--- config.mk ---
export PLATFORM = sky130hd
export DESIGN_NAME = multicycle_cpu_flat
export DESIGN_NICKNAME = d
export VERILOG_FILES = /design/src/rtl/multicycle_cpu_if.sv /design/src/rtl/multicycle_cpu.sv /design/src/flat_wrapper.sv
export SDC_FILE = /design/constraint.sdc
export NUM_CORES = 2
export LEC_CHECK = 0
export ABC_AREA = 0
export BUFFER_PORTS_ARGS = -buffer_cell sky130_fd_sc_hd__buf_4
export CAP_MARGIN = 20
export CORE_MARGIN = 1.5
export CORE_UTILIZATION = 45
export DETAILED_ROUTE_END_ITERATION = 10
export GPL_TIMING_DRIVEN = 0
export HOLD_SLACK_MARGIN = 0.02
export SYNTH_ARGS = -nofsm -noshare
export SYNTH_HDL_FRONTEND = slang
export SYNTH_SLANG_ARGS = --single-unit
export TNS_END_PERCENT = 5
--- constraint.sdc ---
create_clock -name clk_i -period 76.4 [get_ports clk_i]
set_clock_uncertainty 0.15 [all_clocks]
set_input_delay 3.82 -clock clk_i [delete_from_list [all_inputs] [get_ports clk_i]]
set_output_delay 3.82 -clock clk_i [all_outputs]
set_load 0.005 [all_outputs]
--- src/rtl/multicycle_cpu_if.sv ---
// Unified instruction/data memory port of the multicycle core.
// The core drives the request side; memory answers with rdata/ack.
interface multicycle_cpu_if #(
    parameter int ADDR_W = 32
);
    logic              mem_req_o;
    logic              mem_we_o;
    logic [ADDR_W-1:0] mem_addr_o;
    logic [31:0]       mem_wdata_o;
    logic [31:0]       mem_rdata_i;
    logic              mem_ack_i;

    modport master (
        output mem_req_o,
        output mem_we_o,
        output mem_addr_o,
        output mem_wdata_o,
        input  mem_rdata_i,
        input  mem_ack_i
    );

    modport slave (
        input  mem_req_o,
        input  mem_we_o,
        input  mem_addr_o,
        input  mem_wdata_o,
        output mem_rdata_i,
        output mem_ack_i
    );
endinterface

--- src/rtl/multicycle_cpu.sv ---
// Multicycle MIPS-subset core: FETCH/DECODE/EXEC/MEM/WB with a HALT trap
// on undefined encodings, sharing one request/ack memory port.
module multicycle_cpu #(
    parameter logic [31:0] RESET_PC = 32'h0000_0000,
    parameter int          ADDR_W   = 32
) (
    input  logic              clk_i,
    input  logic              rst_i,
    multicycle_cpu_if.master  mem,
    output logic [ADDR_W-1:0] pc_o,
    output logic              retire_o,
    output logic              halt_o
);

    typedef enum logic [2:0] {FETCH, DECODE, EXEC, MEM, WB, HALT} state_t;
    typedef enum logic [3:0] {
        K_ALU, K_ADDI, K_SLTI, K_LW, K_SW,
        K_BEQ, K_BNE, K_J, K_JAL, K_JR
    } kind_t;

    state_t            state, state_n;
    kind_t             kind;
    logic              legal;
    logic [ADDR_W-1:0] pc;
    logic [31:0]       ir, a, b, alu_q, mdr, alu_r, imm;
    logic [31:0]       rf [32];
    logic [5:0]        op, funct;
    logic [4:0]        rs, rt, rd, shamt;
    logic              req_raw, ack_hit;
    logic              rf_we;
    logic [4:0]        rf_waddr;
    logic [31:0]       rf_wdata;

    assign op    = ir[31:26];
    assign rs    = ir[25:21];
    assign rt    = ir[20:16];
    assign rd    = ir[15:11];
    assign shamt = ir[10:6];
    assign funct = ir[5:0];
    assign imm   = {{16{ir[15]}}, ir[15:0]};

    always_comb begin
        kind  = K_ALU;
        legal = 1'b1;
        case (op)
            6'h00: begin
                case (funct)
                    6'h20, 6'h22, 6'h24,
                    6'h25, 6'h2A, 6'h00: kind = K_ALU;
                    6'h08:               kind = K_JR;
                    default:             legal = 1'b0;
                endcase
            end
            6'h08:   kind = K_ADDI;
            6'h0A:   kind = K_SLTI;
            6'h23:   kind = K_LW;
            6'h2B:   kind = K_SW;
            6'h04:   kind = K_BEQ;
            6'h05:   kind = K_BNE;
            6'h02:   kind = K_J;
            6'h03:   kind = K_JAL;
            default: legal = 1'b0;
        endcase
    end

    always_comb begin
        alu_r = '0;
        case (kind)
            K_ALU: begin
                case (funct)
                    6'h20:   alu_r = a + b;
                    6'h22:   alu_r = a - b;
                    6'h24:   alu_r = a & b;
                    6'h25:   alu_r = a | b;
                    6'h2A:   alu_r = {31'b0, $signed(a) < $signed(b)};
                    6'h00:   alu_r = b << shamt;
                    default: alu_r = '0;
                endcase
            end
            K_ADDI, K_LW, K_SW: alu_r = a + imm;
            K_SLTI:  alu_r = {31'b0, $signed(a) < $signed(imm)};
            default: alu_r = '0;
        endcase
    end

    // Reset gates the request so a pending transaction drops at once.
    assign req_raw       = (state == FETCH) || (state == MEM);
    assign mem.mem_req_o = req_raw && !rst_i;
    assign ack_hit       = mem.mem_req_o && mem.mem_ack_i;

    always_comb begin
        state_n         = state;
        mem.mem_we_o    = 1'b0;
        mem.mem_addr_o  = pc;
        mem.mem_wdata_o = b;
        retire_o        = 1'b0;
        case (state)
            FETCH: if (ack_hit) state_n = DECODE;
            DECODE: state_n = legal ? EXEC : HALT;
            EXEC: begin
                case (kind)
                    K_LW, K_SW: state_n = MEM;
                    K_BEQ, K_BNE, K_J, K_JAL, K_JR: begin
                        state_n  = FETCH;
                        retire_o = 1'b1;
                    end
                    default: state_n = WB;
                endcase
            end
            MEM: begin
                mem.mem_we_o   = (kind == K_SW);
                mem.mem_addr_o = {alu_q[ADDR_W-1:2], 2'b00};
                if (ack_hit) begin
                    state_n  = (kind == K_SW) ? FETCH : WB;
                    retire_o = (kind == K_SW);
                end
            end
            WB: begin
                state_n  = FETCH;
                retire_o = 1'b1;
            end
            HALT:    state_n = HALT;
            default: state_n = FETCH;
        endcase
    end

    always_comb begin
        rf_we    = 1'b0;
        rf_waddr = '0;
        rf_wdata = '0;
        if (state == EXEC && kind == K_JAL) begin
            rf_we    = 1'b1;
            rf_waddr = 5'd31;
            rf_wdata = 32'(pc);
        end else if (state == WB) begin
            rf_we    = 1'b1;
            rf_waddr = (kind == K_ALU) ? rd : rt;
            rf_wdata = (kind == K_LW) ? mdr : alu_q;
        end
    end

    always_ff @(posedge clk_i or posedge rst_i) begin
        if (rst_i) begin
            state <= FETCH;
            pc    <= ADDR_W'(RESET_PC);
            ir    <= '0;
            a     <= '0;
            b     <= '0;
            alu_q <= '0;
            mdr   <= '0;
            for (int i = 0; i < 32; i++) rf[i] <= '0;
        end else begin
            state <= state_n;
            case (state)
                FETCH: begin
                    if (ack_hit) begin
                        ir <= mem.mem_rdata_i;
                        pc <= pc + ADDR_W'(4);
                    end
                end
                DECODE: begin
                    a <= rf[rs];
                    b <= rf[rt];
                end
                EXEC: begin
                    alu_q <= alu_r;
                    // pc already holds PC+4 here, the base of every target.
                    case (kind)
                        K_BEQ: if (a == b)
                            pc <= pc + ADDR_W'({imm[29:0], 2'b00});
                        K_BNE: if (a != b)
                            pc <= pc + ADDR_W'({imm[29:0], 2'b00});
                        K_J, K_JAL:
                            pc <= ADDR_W'({4'(32'(pc) >> 28), ir[25:0], 2'b00});
                        K_JR:    pc <= a[ADDR_W-1:0];
                        default: pc <= pc;
                    endcase
                end
                MEM: if (ack_hit && kind == K_LW) mdr <= mem.mem_rdata_i;
                default: ;
            endcase
            if (rf_we && rf_waddr != 5'd0) rf[rf_waddr] <= rf_wdata;
        end
    end

    assign pc_o   = pc;
    assign halt_o = (state == HALT);

endmodule

--- src/flat_wrapper.sv ---
// flat-port wrapper written by rule: the top's interface ports become plain ports
module multicycle_cpu_flat 
#(
    parameter logic [31:0] RESET_PC = 32'h0000_0000,
    parameter int          ADDR_W   = 32
)
  (clk_i, rst_i, pc_o, retire_o, halt_o, mem_mem_req_o, mem_mem_we_o, mem_mem_addr_o, mem_mem_wdata_o, mem_mem_rdata_i, mem_mem_ack_i);
  multicycle_cpu_if #(.ADDR_W(ADDR_W)) mem_i ();
  input  logic clk_i;
  input  logic rst_i;
  output logic [ADDR_W-1:0] pc_o;
  output logic retire_o;
  output logic halt_o;
  output wire logic [$bits(mem_i.mem_req_o)-1:0] mem_mem_req_o;
  output wire logic [$bits(mem_i.mem_we_o)-1:0] mem_mem_we_o;
  output wire logic [$bits(mem_i.mem_addr_o)-1:0] mem_mem_addr_o;
  output wire logic [$bits(mem_i.mem_wdata_o)-1:0] mem_mem_wdata_o;
  input wire logic [$bits(mem_i.mem_rdata_i)-1:0] mem_mem_rdata_i;
  input wire logic [$bits(mem_i.mem_ack_i)-1:0] mem_mem_ack_i;
  assign mem_mem_req_o = mem_i.mem_req_o;
  assign mem_mem_we_o = mem_i.mem_we_o;
  assign mem_mem_addr_o = mem_i.mem_addr_o;
  assign mem_mem_wdata_o = mem_i.mem_wdata_o;
  assign mem_i.mem_rdata_i = mem_mem_rdata_i;
  assign mem_i.mem_ack_i = mem_mem_ack_i;
  multicycle_cpu #(.RESET_PC(RESET_PC), .ADDR_W(ADDR_W)) u_core (.clk_i(clk_i), .rst_i(rst_i), .mem(mem_i), .pc_o(pc_o), .retire_o(retire_o), .halt_o(halt_o));
endmodule
# == Yosys cells after proc, flatten, opt, wreduce, memory -nomap -nowiden ==
# Cells that the tools add are included.
# word_totals
out_inout_bits,100
romBits,0
n_memories,0
mem_bits_rw,0
in_bits,35
wordCells,158
ff_bits,1219
latchBits,0
# op_classes
multipliers,0
div,0
muxes,39
add_sub_neg,5
bitwise,5
n_shift,1
magnitude_cmp,6
n_reduce_logical,25
eq_ne,37
# op_table
operator,n
1024-bit bitwise mux,1
32-bit two-way mux,12
32-bit binary-select mux with 5-bit select,2
32-bit case mux with 6 select lines,1
32-bit demux with 5-bit select,1
32-bit case mux with 4 select lines,1
32-bit adder,3
32-bit case mux with 3 select lines,1
32-bit case mux with 2 select lines,1
"6-bit equality test, second input constant",7
4-bit case mux with 9 select lines,1
"32-bit by 3-bit adder with 32-bit output, second input constant",1
32-bit bitwise AND,1
32-bit equality test,1
32-bit by 16-bit < comparator with 1-bit output,1
32-bit < comparator,1
32-bit != test,1
32-bit OR,1
32-bit by 5-bit left shift with 32-bit output,1
32-bit subtractor,1
"6-bit by 4-bit equality test with 1-bit output, second input constant",3
"6-bit >= comparator, second input constant",3
5-bit inverter with 6-bit output,3
"4-bit by 3-bit equality test with 1-bit output, second input constant",4
other kinds (38),65

# == Longest topological paths before layout ==
# logic_depth
depth_word,13
depth_mapped,17
mapped_depth_nobuf,15

# == Worst setup path after synthesis ==
# Ideal clock, no wire load.
# synth_path
path_kind,input-to-output
from,input port rst_i
to,output port retire_o
slack_ps,67636
path_stages,3
path_buffers,0
t_arrival_ps,4794
cell_sequence,nor4b_1 -> nand2_1 -> o32ai_1
# synth_via
elab_chain_len,5
# synth_lines
item,line,rtl
start: declaration,flat_wrapper.sv:10,input logic rst_i;
1-bit zero test,multicycle_cpu.sv:88,assign mem.mem_req_o = req_raw && !rst_i;
1-bit logical AND,multicycle_cpu.sv:88,
1-bit logical AND,multicycle_cpu.sv:89,assign ack_hit = mem.mem_req_o && mem.mem_ack_i;
1-bit two-way mux,multicycle_cpu.sv:113,if (ack_hit) begin
1-bit case mux with 3 select lines,multicycle_cpu.sv:97,case (state)
end: declaration,flat_wrapper.sv:12,output logic retire_o;
# Every way passes these cells.

# == Worst setup path in the final report ==
# Same ends and word-level chain as after synthesis.

==> run_results.csv <==
group,metric,value,unit
status,status,"completed",
clock_network,postCtsSetupBuffers,0,
yosys,synthArstFlopShare,1.00,
power_and_ir_drop,switching_share,0.469,
global_routing,grt_pass1_vias,60800,
global_routing,grt_max_degree,133,
routing,vias_per_cell,6.49,
yosys,synth_top_area_cell,"dfrtp_1",
power_and_ir_drop,switchingPower,1.60,mW
power_and_ir_drop,internal_power,1.81,mW
placement,dp_hpwl,241000,um
layout,area_delta_synth_final,12.5,%
yosys,synth.top_cell.area_share,0.424,
worst_setup_path,critPathArrivalTime,6050,ps
routing,drc_errors,0,
yosys,synth_cells,6803,
hold_path,hold_depth,1,
layout,nets,7357,
yosys,synth_cell_types,91,
routing,wire_per_inst,32.1,um
power_and_ir_drop,leakage,34.1,nW
routing,antenna_left,0,
yosys,synth_area,72000,um^2
clock_network,cts_tree,"yes",
layout,fin_util,0.511,
layout,final_cell_mix,"dfrtp_1 (1218), nand2_1 (806), a21oi_1 (691)",
power_and_ir_drop,power_density,42.0,nW/um^2
clock_network,clkTransAtPathRegs,60,ps
floorplanning,ios,135,
timing,drv_slew,0,
routing,vias,60400,
floorplanning,die_y,403,um
timing,fmax,99.8,MHz
run,maxCapViolations,0,
power_and_ir_drop,ir_drop,0.0241,mV
timing,setup-tns-final,0,ps
layout,fin_area,81000,um^2
yosys,synth-edff-count,0,
global_routing,track_usage,0.367,
timing,timing.hold.ws,324,ps
clock_network,clockBufferDepth,3,
yosys,synth.avg_cell_area,10.6,um^2
worst_setup_path,reg2reg_depth,13,
worst_setup_path,reg2reg_to,"u_core.pc_o[7]$_DFFE_PP0P_",
timing,slew_headroom,0.0259,
layout,mostFrequentLayoutCell,"dfrtp_1",
hold_path,hold_end,"u_core.rf[1019]$_DFFE_PP0P_",
clock_network,clk_latency,800,ps
floorplanning,die_x,403,um
floorplanning,initial_utilization,0.454,
placement,place_congestion,1.06,
yosys,synth.area.top_cells,"dfrtp_1 (42%), mux4_2 (21%), a21oi_1 (4.8%), o21ai_0 (4.7%), nand2_1 (4.2%)",
hold_path,min_from,"u_core.rf[1019]$_DFFE_PP0P_",
timing,period_share,0.131,
yosys,ys_warn_count,0,
routing,finalWirelength,299000,um
worst_setup_path,rrSetupSlack,69860,ps
power_and_ir_drop,power_frac_seq,0.280,
floorplanning,row_count,146,
clock_network,cts_resized,0,
routing,drtIter0Drc,7133,
clock_network,cts-buffers-inserted,132,
worst_setup_path,required,72430,ps
power_and_ir_drop,comb_power_share,0.524,
yosys,synth.ff_latch_count,1219,
layout,drive_above_1_share,0.186,
floorplanning,floorplan.die_area,162000,um^2
timing,fin_crit,10020,ps
worst_setup_path,crit_path_end_kind,"output pin",
timing,rsz0062_at_grt,"no",
clock_network,cts_max_level,4,
worst_setup_path,r2r_start,"u_core.mem.mem_wdata_o[18]$_DFFE_PP0N_",
global_routing,grt_overflow,0,
placement,port_buffers,134,
global_routing,antenna_found_initial,11,
worst_setup_path,worstSetupStartpointType,"primary input",
worst_setup_path,crit_type,"in2out",
timing,setup_violations,0,
hold_path,hp-class,"reg2reg",
clock_network,cts.sink_count,1219,
timing,hold_viol,0,
timing,tightestPinTransition,1460,ps
power_and_ir_drop,clockPowerShare,0.197,
global_routing,grt_first_pass_wirelength,427000,um
floorplanning,core_area,159000,um^2
clock_network,cts_root_buf,"clkbuf_16",
yosys,synth_ff_type,"dfrtp_1",
placement,placed_cell_area,76400,um^2
routing,first_pass_iters,8,
yosys,yosysSeqAreaShare,0.424,
yosys,syn_nets,7038,
worst_setup_path,path_max_fanout,5,
clock_network,postCtsHoldBufs,0,
==> how the worst max path moves through the flow <==
stage / from / endpoint / slack [ps] / cells after the start
after floorplan: rst_i / u_core.a[0]$_DFFE_PP0N_ / 38080 / 1
after global placement: rst_i / u_core.rf[130]$_DFFE_PP0P_ / 24120 / 2
after detailed placement: rst_i / retire_o / 66490 / 5
after CTS: rst_i / retire_o / 66490 / 5
after global routing: rst_i / retire_o / 66460 / 5
final: rst_i / retire_o / 66380 / 5
==> layer usage <==
| metal | up-vias | global-route usage | wire (um) |
|---|---|---|---|
| met1 | 30900 | 0.447 | 109000 |
| met5 | - | 0 | 48 |
| met3 | 861 | 0.0681 | 24600 |
| met2 | 3139 | 0.597 | 141000 |
| met4 | 8 | 0.248 | 24400 |
| li1 | 25500 | - | - |
==> area by class of cell <==
| type | count | area [um^2] |
|---|---|---|
| Fill cell | 14400 | 77600 |
| Tap cell | 2072 | 2590 |
| Sequential cell | 1219 | 30500 |
| Timing Repair Buffer | 185 | 1900 |
| Clock inverter | 52 | 618 |
| Inverter | 150 | 571 |
| Clock buffer | 180 | 3830 |
| Antenna cell | 6 | 15.0 |
| Multi-Input combinational cell | 4794 | 38200 |
| Buffer | 640 | 2760 |
==> cell usage after synthesis, types with 27 or more instances <==
| library cell | n |
|---|---|
| buf_1 | 85 |
| o21ai_0 | 682 |
| xnor2_1 | 39 |
| ha_1 | 196 |
| mux2_2 | 79 |
| inv_1 | 146 |
| a21oi_2 | 29 |
| o21ai_1 | 117 |
| nand3_1 | 42 |
| nor3_1 | 57 |
| clkbuf_1 | 435 |
| nor2_1 | 689 |
| a221oi_1 | 39 |
| dfrtp_1 | 1219 |
| mux2i_1 | 127 |
| mux4_2 | 658 |
| nand2_1 | 806 |
| o21bai_1 | 27 |
| a21oi_1 | 691 |
| buf_2 | 77 |
| o221ai_1 | 29 |
==> critical path, cell delays in order <==
cell and delay, ps:
buf_4 170, nor4b_2 780, nand2_1 290, o32ai_1 730, buf_4 240
==> metrics by stage <==
step	cells	power, mW	setup WS [ps]
final	9298	3.40	66380
after global placement	9009	2.63	24120
after global routing	9292	3.54	66460
after CTS	9284	3.35	66490
after floorplan	6803	1.98	38080
after detailed placement	9052	2.68	66490
==> registers in the layout (all words and copies together), names as in the netlist <==
| signal | cells |
|---|---|
| u_core.pc_o | 32 |
| u_core.alu_q | 32 |
| u_core.rf | 1024 |
| u_core.ir | 32 |
| u_core.a | 32 |
| u_core.mem.mem_wdata_o | 32 |
| u_core.mdr | 32 |
| u_core.state | 3 |
==> power groups by stage <==
stage	logic [mW]	registers [mW]	clock network, mW
floorplan	1.12	0.862	0
finish	1.78	0.952	0.670
global route	1.88	0.958	0.700
CTS	1.73	0.939	0.676
detailed placement	1.73	0.950	0
global placement	1.69	0.947	0
==> logic make-up after synthesis <==
logic type      synth area share
compound gates             0.149
xor+xnor                 0.00754
fa+ha+maj                 0.0352
buf+inv                   0.0460
flops                      0.424
mux                        0.236
simple gates               0.102
No activity file was read; power rests on OpenSTA's default activity.
